===== config.mk =====
export PLATFORM = sky130hd
export DESIGN_NAME = seven_segment_to_binary_flat
export DESIGN_NICKNAME = d
export VERILOG_FILES = /design/src/rtl/seg7_pkg.sv /design/src/rtl/seven_segment_to_binary_if.sv /design/src/rtl/seg7_pattern_decode.sv /design/src/rtl/seven_segment_to_binary.sv /design/src/flat_wrapper.sv
export SDC_FILE = /design/constraint.sdc
export NUM_CORES = 1
export LEC_CHECK = 0
export ABC_AREA = 1
export BUFFER_PORTS_ARGS = -buffer_cell sky130_fd_sc_hd__clkbuf_2
export CAP_MARGIN = 0
export CORE_MARGIN = 2
export CORE_UTILIZATION = 60
export CTS_CLUSTER_DIAMETER = 30
export CTS_CLUSTER_SIZE = 10
export DETAILED_ROUTE_END_ITERATION = 12
export PLACE_DENSITY = 0.8
export SLEW_MARGIN = 20
export SYNTH_ARGS = -nofsm -noshare
export SYNTH_HDL_FRONTEND = slang
export SYNTH_SLANG_ARGS = --single-unit

===== constraint.sdc =====
create_clock -name i_Clk -period 2.5 [get_ports i_Clk]
set_input_delay 0.5 -clock i_Clk [delete_from_list [all_inputs] [get_ports i_Clk]]
set_output_delay 0.5 -clock i_Clk [all_outputs]
set_load 0.05 [all_outputs]

===== src/rtl/seg7_pkg.sv =====
// rtl/seg7_pkg.sv - shared 7-segment encoding table, decode result type and FSM state codes
package seg7_pkg;

  // Encoder table: bits[7:1] = segments A..G, bit0 = DP (always 0 here).
  localparam logic [7:0] SEG_CODES [16] = '{
    8'hFC, 8'h60, 8'hDA, 8'hF2, 8'h66, 8'hB6, 8'hBE, 8'hE0,
    8'hFE, 8'hF6, 8'hEE, 8'h3E, 8'h9C, 8'h7A, 8'h9E, 8'h8E
  };

  localparam logic [6:0] SEG_BLANK = 7'h00;

  localparam logic [1:0] ST_IDLE   = 2'd0;
  localparam logic [1:0] ST_SETTLE = 2'd1;
  localparam logic [1:0] ST_REPORT = 2'd2;

  typedef struct packed {
    logic       valid;
    logic       blank;
    logic [3:0] nibble;
  } seg_decode_t;

endpackage


===== src/rtl/seven_segment_to_binary_if.sv =====
// rtl/seven_segment_to_binary_if.sv - segment input bus and decoded result outputs
interface seven_segment_to_binary_if;
  logic [7:0] i_Segments;
  logic [3:0] o_Binary_Num;
  logic       o_DV;
  logic       o_Err;
  logic       o_Blank;
  logic       o_DP;

  modport master (
    output i_Segments,
    input  o_Binary_Num, o_DV, o_Err, o_Blank, o_DP
  );

  modport slave (
    input  i_Segments,
    output o_Binary_Num, o_DV, o_Err, o_Blank, o_DP
  );
endinterface


===== src/rtl/seg7_pattern_decode.sv =====
// rtl/seg7_pattern_decode.sv - combinational A..G pattern to {valid, blank, nibble}
module seg7_pattern_decode
  import seg7_pkg::*;
(
  input  logic [6:0]  pattern_i,
  output seg_decode_t decode_o
);

  always_comb begin
    decode_o       = '0;
    decode_o.blank = (pattern_i == SEG_BLANK);
    for (int i = 0; i < 16; i++) begin
      if (pattern_i == SEG_CODES[i][7:1]) begin
        decode_o.valid  = 1'b1;
        decode_o.nibble = 4'(i);
      end
    end
  end

endmodule


===== src/rtl/seven_segment_to_binary.sv =====
// rtl/seven_segment_to_binary.sv - synchronize, qualify as stable and decode a 7-segment bus
module seven_segment_to_binary
  import seg7_pkg::*;
#(
  parameter int STABLE_CYCLES = 16,
  parameter bit INVERT        = 1'b0
) (
  input  logic                     i_Clk,
  input  logic                     i_Rst_L,
  seven_segment_to_binary_if.slave seg_bus
);

  localparam int              CW       = $clog2(STABLE_CYCLES + 1);
  localparam logic [CW-1:0]   CNT_LAST = CW'(STABLE_CYCLES - 1);

  logic [7:0]    sync1_q, sync2_q;
  logic [7:0]    w_seg;
  logic [1:0]    state_q, state_d;
  logic [7:0]    cand_q, cand_d;
  logic [7:0]    last_q, last_d;
  logic [CW-1:0] cnt_q, cnt_d;
  logic [3:0]    num_q, num_d;
  logic          dv_q, dv_d;
  logic          err_q, err_d;
  logic          blank_q, blank_d;
  logic          dp_q, dp_d;
  seg_decode_t   dec;

  always_ff @(posedge i_Clk or negedge i_Rst_L) begin
    if (!i_Rst_L) begin
      sync1_q <= '0;
      sync2_q <= '0;
    end else begin
      sync1_q <= seg_bus.i_Segments;
      sync2_q <= sync1_q;
    end
  end

  // Polarity is corrected after the synchronizer so both flops stay plain.
  assign w_seg = sync2_q ^ {8{INVERT}};

  seg7_pattern_decode u_decode (
    .pattern_i (cand_q[7:1]),
    .decode_o  (dec)
  );

  always_comb begin
    state_d = state_q;
    cand_d  = cand_q;
    last_d  = last_q;
    cnt_d   = cnt_q;
    num_d   = num_q;
    dv_d    = 1'b0;
    err_d   = 1'b0;
    blank_d = blank_q;
    dp_d    = dp_q;
    case (state_q)
      ST_IDLE: begin
        if (w_seg != cand_q) begin
          cand_d  = w_seg;
          cnt_d   = '0;
          state_d = ST_SETTLE;
        end
      end
      ST_SETTLE: begin
        if (w_seg != cand_q) begin
          cand_d = w_seg;
          cnt_d  = '0;
        end else if (cnt_q == CNT_LAST) begin
          state_d = ST_REPORT;
        end else begin
          cnt_d = cnt_q + 1'b1;
        end
      end
      ST_REPORT: begin
        // Input is not sampled here; a change during this cycle is seen from IDLE.
        state_d = ST_IDLE;
        if (cand_q != last_q) begin
          last_d = cand_q;
          dp_d   = cand_q[0];
          if (dec.blank) begin
            blank_d = 1'b1;
          end else if (dec.valid) begin
            num_d   = dec.nibble;
            dv_d    = 1'b1;
            blank_d = 1'b0;
          end else begin
            err_d   = 1'b1;
            blank_d = 1'b0;
          end
        end
      end
      default: state_d = ST_IDLE;
    endcase
  end

  always_ff @(posedge i_Clk or negedge i_Rst_L) begin
    if (!i_Rst_L) begin
      state_q <= ST_IDLE;
      cand_q  <= '0;
      last_q  <= '0;
      cnt_q   <= '0;
      num_q   <= '0;
      dv_q    <= 1'b0;
      err_q   <= 1'b0;
      blank_q <= 1'b1;
      dp_q    <= 1'b0;
    end else begin
      state_q <= state_d;
      cand_q  <= cand_d;
      last_q  <= last_d;
      cnt_q   <= cnt_d;
      num_q   <= num_d;
      dv_q    <= dv_d;
      err_q   <= err_d;
      blank_q <= blank_d;
      dp_q    <= dp_d;
    end
  end

  assign seg_bus.o_Binary_Num = num_q;
  assign seg_bus.o_DV         = dv_q;
  assign seg_bus.o_Err        = err_q;
  assign seg_bus.o_Blank      = blank_q;
  assign seg_bus.o_DP         = dp_q;

endmodule


===== src/flat_wrapper.sv =====
// flat-port wrapper written by rule: the top's interface ports become plain ports
module seven_segment_to_binary_flat import seg7_pkg::*;
#(
  parameter int STABLE_CYCLES = 16,
  parameter bit INVERT        = 1'b0
)
  (i_Clk, i_Rst_L, seg_bus_i_Segments, seg_bus_o_Binary_Num, seg_bus_o_DV, seg_bus_o_Err, seg_bus_o_Blank, seg_bus_o_DP);
  seven_segment_to_binary_if seg_bus_i ();
  input  logic i_Clk;
  input  logic i_Rst_L;
  input wire logic [$bits(seg_bus_i.i_Segments)-1:0] seg_bus_i_Segments;
  output wire logic [$bits(seg_bus_i.o_Binary_Num)-1:0] seg_bus_o_Binary_Num;
  output wire logic [$bits(seg_bus_i.o_DV)-1:0] seg_bus_o_DV;
  output wire logic [$bits(seg_bus_i.o_Err)-1:0] seg_bus_o_Err;
  output wire logic [$bits(seg_bus_i.o_Blank)-1:0] seg_bus_o_Blank;
  output wire logic [$bits(seg_bus_i.o_DP)-1:0] seg_bus_o_DP;
  assign seg_bus_i.i_Segments = seg_bus_i_Segments;
  assign seg_bus_o_Binary_Num = seg_bus_i.o_Binary_Num;
  assign seg_bus_o_DV = seg_bus_i.o_DV;
  assign seg_bus_o_Err = seg_bus_i.o_Err;
  assign seg_bus_o_Blank = seg_bus_i.o_Blank;
  assign seg_bus_o_DP = seg_bus_i.o_DP;
  seven_segment_to_binary #(.STABLE_CYCLES(STABLE_CYCLES), .INVERT(INVERT)) u_core (.i_Clk(i_Clk), .i_Rst_L(i_Rst_L), .seg_bus(seg_bus_i));
endmodule

==> results of run 1 <==
## cell type report
cell class,instances,area (um2)
Clock buffer,5,68.82
Multi-Input combinational cell,178,918.4
Inverter,22,82.58
Timing Repair Buffer,18,92.59
Fill cell,295,1202
Sequential cell,46,1152
Tap cell,48,60.06
Clock inverter,3,28.78
## layer usage
layer  track usage  vias to the layer above  routed length, um
met5             0                        -                  0
met4       0.06383                        0                 64
met3       0.06250                        6                124
met2        0.3557                       30               1873
met1        0.2716                      750               1751
li1              -                      835                  -
## state kept, by name (all words and copies together), names as in the netlist
signal	cells
u_core.cand_q	8
u_core.last_q	8
u_core.sync1_q	8
u_core.sync2_q	8
u_core.cnt_q	5
u_core.seg_bus.o_Binary_Num	4
u_core.state_q	2
u_core.seg_bus.o_Blank	1
u_core.seg_bus.o_DV	1
u_core.seg_bus.o_Err	1
## cells in the mapped netlist
library cell,count,area (um2)
sky130_fd_sc_hd__a21oi_1,3,15.01
sky130_fd_sc_hd__and2_1,1,6.260
sky130_fd_sc_hd__and3_1,1,6.260
sky130_fd_sc_hd__buf_2,2,10.01
sky130_fd_sc_hd__buf_4,4,30.03
sky130_fd_sc_hd__buf_6,3,33.78
sky130_fd_sc_hd__clkinv_1,1,3.750
sky130_fd_sc_hd__dfrtp_1,45,1126
sky130_fd_sc_hd__dfstp_2,1,26.28
sky130_fd_sc_hd__ha_1,2,25.02
sky130_fd_sc_hd__inv_1,17,63.81
sky130_fd_sc_hd__inv_2,4,15.01
sky130_fd_sc_hd__mux2_2,1,11.26
sky130_fd_sc_hd__mux2i_4,1,22.52
sky130_fd_sc_hd__nand2_1,78,292.8
sky130_fd_sc_hd__nand2_2,4,25.02
sky130_fd_sc_hd__nand2_4,3,33.78
sky130_fd_sc_hd__nand3_1,15,75.07
sky130_fd_sc_hd__nand3_4,1,17.52
sky130_fd_sc_hd__nand4_1,5,31.28
sky130_fd_sc_hd__nor2_1,24,90.09
sky130_fd_sc_hd__nor2_2,3,18.77
sky130_fd_sc_hd__nor2_4,2,22.52
sky130_fd_sc_hd__nor3_1,7,35.03
sky130_fd_sc_hd__nor3_2,2,20.02
sky130_fd_sc_hd__nor3b_1,1,7.510
sky130_fd_sc_hd__o21ai_0,4,20.02
sky130_fd_sc_hd__o21ai_1,8,40.04
sky130_fd_sc_hd__or2_0,1,6.260
sky130_fd_sc_hd__xnor2_1,8,70.07
sky130_fd_sc_hd__xor2_1,3,26.28
## how the worst max path moves through the flow
stage / end / slack (ns) / cells after the start
3_5_place_dp: u_core.cnt_q[3] / 0.80 / 9
6_report: u_core.cnt_q[3] / 0.77 / 9
2_1_floorplan: u_core.seg_bus.o_Binary_Num[0] / 0.92 / 9
5_1_grt: u_core.cnt_q[3] / 0.60 / 9
3_3_place_gp: u_core.cnt_q[0] / 0.84 / 7
4_1_cts: u_core.cnt_q[3] / 0.77 / 9
## worst max-delay path, stage by stage (launching register included)
cell and delay, ns:
sky130_fd_sc_hd__dfrtp_1 0.50, sky130_fd_sc_hd__inv_2 0.14, sky130_fd_sc_hd__nand2_1 0.08, sky130_fd_sc_hd__nand4_1 0.09
sky130_fd_sc_hd__nor2_1 0.13, sky130_fd_sc_hd__nand2_2 0.12, sky130_fd_sc_hd__nand2_2 0.30, sky130_fd_sc_hd__nand2_4 0.12
sky130_fd_sc_hd__nand2_1 0.09, sky130_fd_sc_hd__nand2_1 0.05
## cell usage in the layout (no fill, tap or decap), drive strengths merged
| cell type | instances |
|---|---|
| a21oi | 3 |
| and2 | 1 |
| or2 | 1 |
| clkbuf | 22 |
| clkinv | 2 |
| o21ai | 12 |
| dfrtp | 45 |
| mux2i | 1 |
| nor3 | 9 |
| and3 | 1 |
| nand3 | 16 |
| xor2 | 3 |
| mux2 | 1 |
| nor2 | 29 |
| nor3b | 1 |
| nand2 | 85 |
| buf | 1 |
| inv | 23 |
| xnor2 | 8 |
| dfstp | 1 |
| nand4 | 5 |
| ha | 2 |
## power groups by stage
stage / Clock (mW) / Combinational (mW) / Sequential [mW]
global route: 0.529 / 0.102 / 0.790
finish: 0.483 / 0.0895 / 0.787
global placement: 0 / 0.0902 / 0.800
floorplan: 0 / 0.0744 / 0.787
CTS: 0.499 / 0.0916 / 0.787
detailed placement: 0 / 0.0913 / 0.802
## logic make-up (layout without fill, tap and decap cells)
| family | after synthesis | in the layout | synth area share |
|---|---|---|---|
| compound gates | 15 | 15 | 0.03371 |
| fa+ha+maj | 2 | 2 | 0.01123 |
| xor+xnor | 11 | 11 | 0.04326 |
| buf+inv | 31 | 48 | 0.07022 |
| mux | 2 | 2 | 0.01517 |
| flops | 46 | 46 | 0.5174 |
| simple gates | 148 | 148 | 0.3090 |
## through the flow
stage / total power [mW] / cells / worst slack (ns) / hold WS, ns / utilization
floorplan: 0.8609 / 255 / 0.9247 / 0.2044 / -
global placement: 0.8903 / 312 / 0.8375 / 0.3324 / 0.6395
detailed placement: 0.8930 / 312 / 0.7993 / 0.3371 / 0.6395
CTS: 1.378 / 320 / 0.7715 / 0.04573 / 0.6666
global route: 1.422 / 320 / 0.6004 / 0.04420 / 0.6666
finish: 1.360 / 320 / 0.7694 / 0.04129 / 0.6666
==> results by group, run 1 <==
Run status
  – Run status: completed

Synthesis
  – Number of cells produced by synthesis: 255
  – Synthesis warning total: 0
  – Flip-flop and latch count after synthesis: 46
  – Proportion of synthesized chip area in sequential cells: 0.5174
  – Net count of the mapped netlist: 267
  – Number of distinct standard cells referenced by the synthesized netlist: 31
  – Post-synthesis area per instance: 8.734 um2
  – Mapped Area: between 2000 and 2500 um2

Worst setup path
  – Startpoint of the lowest-slack register-to-register path: u_core.cand_q[7]
  – Startpoint of the worst setup timing path: u_core.cand_q[7]
  – Endpoint of the most critical register-to-register path: u_core.cnt_q[3]
  – Worst Setup Path Type: reg -> reg
  – Endpoint kind of the worst setup timing path: register
  – Depth of the most critical reg-to-reg path: 9
  – CP startpoint kind: register
  – Req. time, crit path: 2.70 ns
  – Maximum net fanout on the critical path: 20
  – Worst setup slack for register-to-register paths: roughly 0.77 ns
  – Data arrival, critical path: 1.93 ns

Layout
  – Nets@finish: approximately 280
  – Antenna diode instance count: 0
  – Area of all placed cells without fillers: 2404 um2
  – Area grow syn2layout: 7.922%
  – Fraction of final layout cells with drive strength greater than 1: 0.1765

Power
  – Switching Power: 0.3556 mW
  – Ratio of total power to cell area: 565.8 nW/um2
  – Sw Ratio: 0.2615
  – Share of total power in combinational logic: 0.066
  – Clock power frac: 0.355
  – Share of power burned in registers: 0.579
  – Leakage power summed over all cells: 1.246 nW
  – Internal Power: roughly 1 mW
  – Peak ir drop on the vdd network: between 0.0004 and 0.0005 V

STA
  – Highest clock rate: 577.8 MHz
  – Setup repair after global routing missed its margin: no
  – Final setup violation count: 0
  – Final critical-path required period: between 1.5 and 2 ns
  – Max-slew headroom at the worst pin: 0.6820
  – Final worst clock skew: 0.008514 ns
  – Setup TNS: 0 ns
  – Total count of hold-check failures in the final report: 0
  – Number of pins with negative max-slew slack in the final report: 0
  – Slew at the pin closest to its max-slew limit: 0.4753 ns
  – Post-route fraction of the period consumed by the critical path: 0.6923

Drt
  – Via count of the routed design: 1621
  – First-iteration detailed-routing DRC count: 86
  – Sum of routed wire length over all layers: 3814 um
  – Pre-antenna DRT Iters: 4
  – Number of nets with antenna violations after routing: 0
  – DRC violations left: 0
  – Vias per cell: slightly above 5
  – Mean routed wirelength per cell: roughly 12 um

Clocking
  – Cts-stage hold buffer count: 0
  – Clock-pin slew reported for the worst setup and hold paths after clock tree synthesis: 0.09 ns
  – Post-CTS Repair Setup Buffers: 0
  – Clock buffer count from CTS: 5
  – Count of instances resized after the clock tree is built: 0
  – H-tree lvl count: 2
  – Clock latency on the worst-skew pair: between 0.3 and 0.4 ns
  – CTS Buffer Depth: 2
  – CTS Sinks: 46
  – TritonCTS clock tree: built
  – CTS Root Buffer Type: sky130_fd_sc_hd__clkbuf_8

Global routing
  – Number of global-route vias before repair: 1540
  – Remaining global-route overflow: 0
  – Initial antenna violation count: 0
  – Maximum number of pins on one net before global-route repair: 37
  – Wire length of the first global-routing pass: 6734 um
  – Global router's overall resource usage: 0.2141

Floorplan
  – Core footprint: 3606 um2
  – Vertical die dimension: 64.93 um
  – DIE AREA: approximately 4200 um2
  – Width of the chip: 64.93 um
  – Initial core utilization: 0.6176
  – Number of top-level design ports: 18
  – Cell row count: 22

Place
  – Half-perimeter wire length after detailed placement: 2937 um
  – Port-buffer cells: 17
  – Dpl cell area: between 2000 and 2500 um2
  – Gpl congestion: a little over 0.9

Min path
  – Kind of path behind the tightest hold check: in -> async

Run
  – Reported max-cap violation count: 0
Note: power is estimated with default switching activity, not from simulation.
==> inputs of run 2 (changes only) <==
CORE_UTILIZATION = 53   (was 60)
PLACE_DENSITY = 0.75   (was 0.8)
clock period = 1.4 ns   (was 2.5 ns; I/O delays follow)
==> results by group, run 2 (synthesis results as in run 1) <==
Run status
  – Run status: finished, violations left (was completed)
  – Violations in the final reports: negative setup slack

Drt
  – Number of nets with antenna violations after routing: 0 (unchanged)
  – Mean routed wirelength per cell: 15.42 um (was 11.92 um)
  – Pre-antenna DRT Iters: 4 (unchanged)
  – Sum of routed wire length over all layers: 5583 um (was 3814 um)
  – DRC violations left: 0 (unchanged)
  – Vias per cell: 5.271 (was 5.066)
  – Via count of the routed design: 1908 (was 1621)
  – First-iteration detailed-routing DRC count: 160 (was 86)

Clocking
  – CTS Buffer Depth: 2 (unchanged)
  – CTS Root Buffer Type: sky130_fd_sc_hd__clkbuf_8 (unchanged)
  – H-tree lvl count: 2 (unchanged)
  – Clock latency on the worst-skew pair: 0.30 ns (was 0.31 ns)
  – TritonCTS clock tree: built (unchanged)
  – CTS Sinks: 46 (unchanged)
  – Clock buffer count from CTS: 5 (unchanged)
  – Clock-pin slew reported for the worst setup and hold paths after clock tree synthesis: 0.09 ns (about the same)

Floorplan
  – Initial core utilization: 0.5528 (was 0.6176)
  – Vertical die dimension: 68.83 um (was 64.93 um)
  – Number of top-level design ports: 18 (unchanged)
  – DIE AREA: 4737 um2 (was 4215 um2)
  – Cell row count: 23 (was 22)
  – Width of the chip: 68.83 um (was 64.93 um)
  – Core footprint: 4029 um2 (was 3606 um2)

Power
  – Ratio of total power to cell area: 798.9 nW/um2 (was 565.8 nW/um2)
  – Leakage power summed over all cells: 1.541 nW (was 1.246 nW)
  – Post-route total power: 2.571 mW (was 1.360 mW)
  – Peak ir drop on the vdd network: 0.0007470 V (was 0.0004956 V)

STA
  – Highest clock rate: 630.3 MHz (was 577.8 MHz)
  – Final worst clock skew: 0.008835 ns (was 0.008514 ns)
  – Fin worst setup slack: -0.1865 ns (was 0.7694 ns)
  – Slew at the pin closest to its max-slew limit: 0.4219 ns (was 0.4753 ns)
  – Final worst hold slack: 0.07523 ns (was 0.04129 ns)
  – Max-slew headroom at the worst pin: 0.7180 (was 0.6820)
  – Final critical-path required period: 1.587 ns (was 1.731 ns)
  – Setup repair after global routing missed its margin: yes (was no)
  – Number of pins with negative max-slew slack in the final report: 0 (unchanged)
  – Final setup violation count: 29 (was 0)
  – Total count of hold-check failures in the final report: 0 (unchanged)
  – Post-route fraction of the period consumed by the critical path: 1.133 (was 0.6923)
  – Setup TNS: -3.720 ns (was 0 ns)

Place
  – Gpl congestion: 0.9265 (was 0.9320)
  – Port-buffer cells: 17 (unchanged)
  – Setup slack after placement: -0.1940 ns (was 0.7993 ns)
  – Half-perimeter wire length after detailed placement: 2935 um (was 2937 um)

Layout
  – Fraction of final layout cells with drive strength greater than 1: 0.5641 (was 0.1765)
  – Sequential cell area: 1164 um2 (was 1152 um2)
  – Share of the core filled with cells in the final layout: 0.7988 (was 0.6666)
  – Antenna diode instance count: 0 (unchanged)
  – Filler instances: 240 (was 295)
  – Area grow syn2layout: 44.49% (was 7.922%)
  – Nets@finish: 323 (was 283)
  – Leading cell type in the layout, fill and taps excluded: sky130_fd_sc_hd__nand2_1 (unchanged)
  – Commonest cells after routing, fill and taps aside: 42 x sky130_fd_sc_hd__nand2_1, 36 x sky130_fd_sc_hd__dfrtp_1, 32 x sky130_fd_sc_hd__nand2_2 (was 78 x sky130_fd_sc_hd__nand2_1, 45 x sky130_fd_sc_hd__dfrtp_1, 24 x sky130_fd_sc_hd__nor2_1)
  – Area of the multi-input gates: 1304 um2 (was 918.4 um2)

Worst setup path
  – CP startpoint kind: register (unchanged)
  – Category of cells accounting for the largest share of critical-path delay: simple AND/OR/NAND/NOR gates (unchanged)
  – Worst Setup Path Type: reg -> reg (unchanged)
  – Depth of the most critical reg-to-reg path: 10 (was 9)
  – CP peak stage delay: 0.48 ns (was 0.50 ns)
  – Endpoint kind of the worst setup timing path: register (unchanged)
  – Buf+Inv Stages, Crit Path: 1 (unchanged)
  – Maximum net fanout on the critical path: 5 (was 20)
  – Critical Path Stages: 10 (was 9)
  – Cell-by-cell listing of the critical path: inv_4 > nand2_2 > nor2_2 > nand3_2 > nand2_4 > nor2_4 > nand4_1 > nand2_2 > nand2_1 > nand2_1 (was inv_2 > nand2_1 > nand4_1 > nor2_1 > nand2_2 > nand2_2 > nand2_4 > nand2_1 > nand2_1)
  – Req. time, crit path: 1.59 ns (was 2.70 ns)
  – Crit-path slowest cell: sky130_fd_sc_hd__dfrtp_2 (was sky130_fd_sc_hd__dfrtp_1)
  – Data arrival, critical path: 1.78 ns (was 1.93 ns)

Global routing
  – Number of global-route vias before repair: 1687 (was 1540)
  – Global router's overall resource usage: 0.2272 (was 0.2141)
  – Initial antenna violation count: 0 (unchanged)
  – Remaining global-route overflow: 0 (unchanged)
  – Wire length of the first global-routing pass: 7790 um (was 6734 um)
  – Maximum number of pins on one net before global-route repair: 37 (unchanged)

Min path
  – Kind of path behind the tightest hold check: in -> reg (was in -> async)
  – Number of instances on the worst hold path: 1

Run
  – Reported max-cap violation count: 0 (unchanged)
-- run 2: changes by cell type in the layout (fill, tap and decap cells not counted), sizes merged --
cell	delta
buf	+39
clkinv	-2
clkbuf	-1
clkinvlp	+1
dlygate4sd3	+1
inv	+1
nand2	+1
-- run 2: final cells by class --
cell class,count,area share
flip-flops and latches,46,0.3616
clock buffers,5,0.02138
repair buffers,57,0.1536
well taps,50,0.01944
inverters,22,0.03033
clock inverters,3,0.008554
multi-input cells,179,0.4051
-- run 2: report_power, final --
| group | internal [mW] | switching, mW | leakage (nW) |
|---|---|---|---|
| Combinational | 0.135 | 0.166 | 0.925 |
| Clock | 0.370 | 0.483 | 0.0467 |
| Sequential | 1.37 | 0.0506 | 0.569 |
| Total | 1.87 | 0.700 | 1.54 |
-- run 2: worst register-to-register path: cells and delay by family, from the launching register on --
family / cells / cell delay [ns]
flip-flops: 1 / 0.48
AND/OR/NAND/NOR: 9 / 0.89
buffers and inverters: 1 / 0.11
-- run 2: path summary, 6_finish.rpt --
| path | to | start | slack (ns) |
|---|---|---|---|
| worst max-delay path | u_core.seg_bus.o_Binary_Num[0] | u_core.cand_q[2] | -0.19 |
| worst min-delay path | u_core.sync1_q[1] | seg_bus_i_Segments[1] | 0.08 |
| worst max register to register | u_core.seg_bus.o_Binary_Num[0] | u_core.cand_q[2] | -0.19 |
| worst min register to register | u_core.sync2_q[0] | u_core.sync1_q[0] | 0.36 |
| max in group asynchronous | u_core.cand_q[5] | i_Rst_L | 0.52 |
| min in group asynchronous | u_core.last_q[3] | i_Rst_L | 0.38 |
-- run 2: per-layer routing --
metal	track usage	part of all wire	vias up
met5	0	0	-
met4	0.07598	0.024	0
met3	0.04221	0.056	14
met2	0.3822	0.51	65
met1	0.2957	0.41	915
li1	-	-	914
-- run 2: per-stage QoR --
| stage | area [um2] | cells |
|---|---|---|
| 2_1_floorplan | 2238 | 255 |
| 3_3_place_gp | 2472 | 331 |
| 3_5_place_dp | 2472 | 331 |
| 4_1_cts | 2892 | 354 |
| 5_1_grt | 3218 | 362 |
| 6_report | 3218 | 362 |
-- run 2: repair_timing --
item,in CTS,in global routing
endpoints found under the setup margin,28,30
resized for setup,64,69
setup buffers,13,7
cloned,1,1
pin swaps,25,29
hold buffers,1,0
hold endpoints to repair,9,0
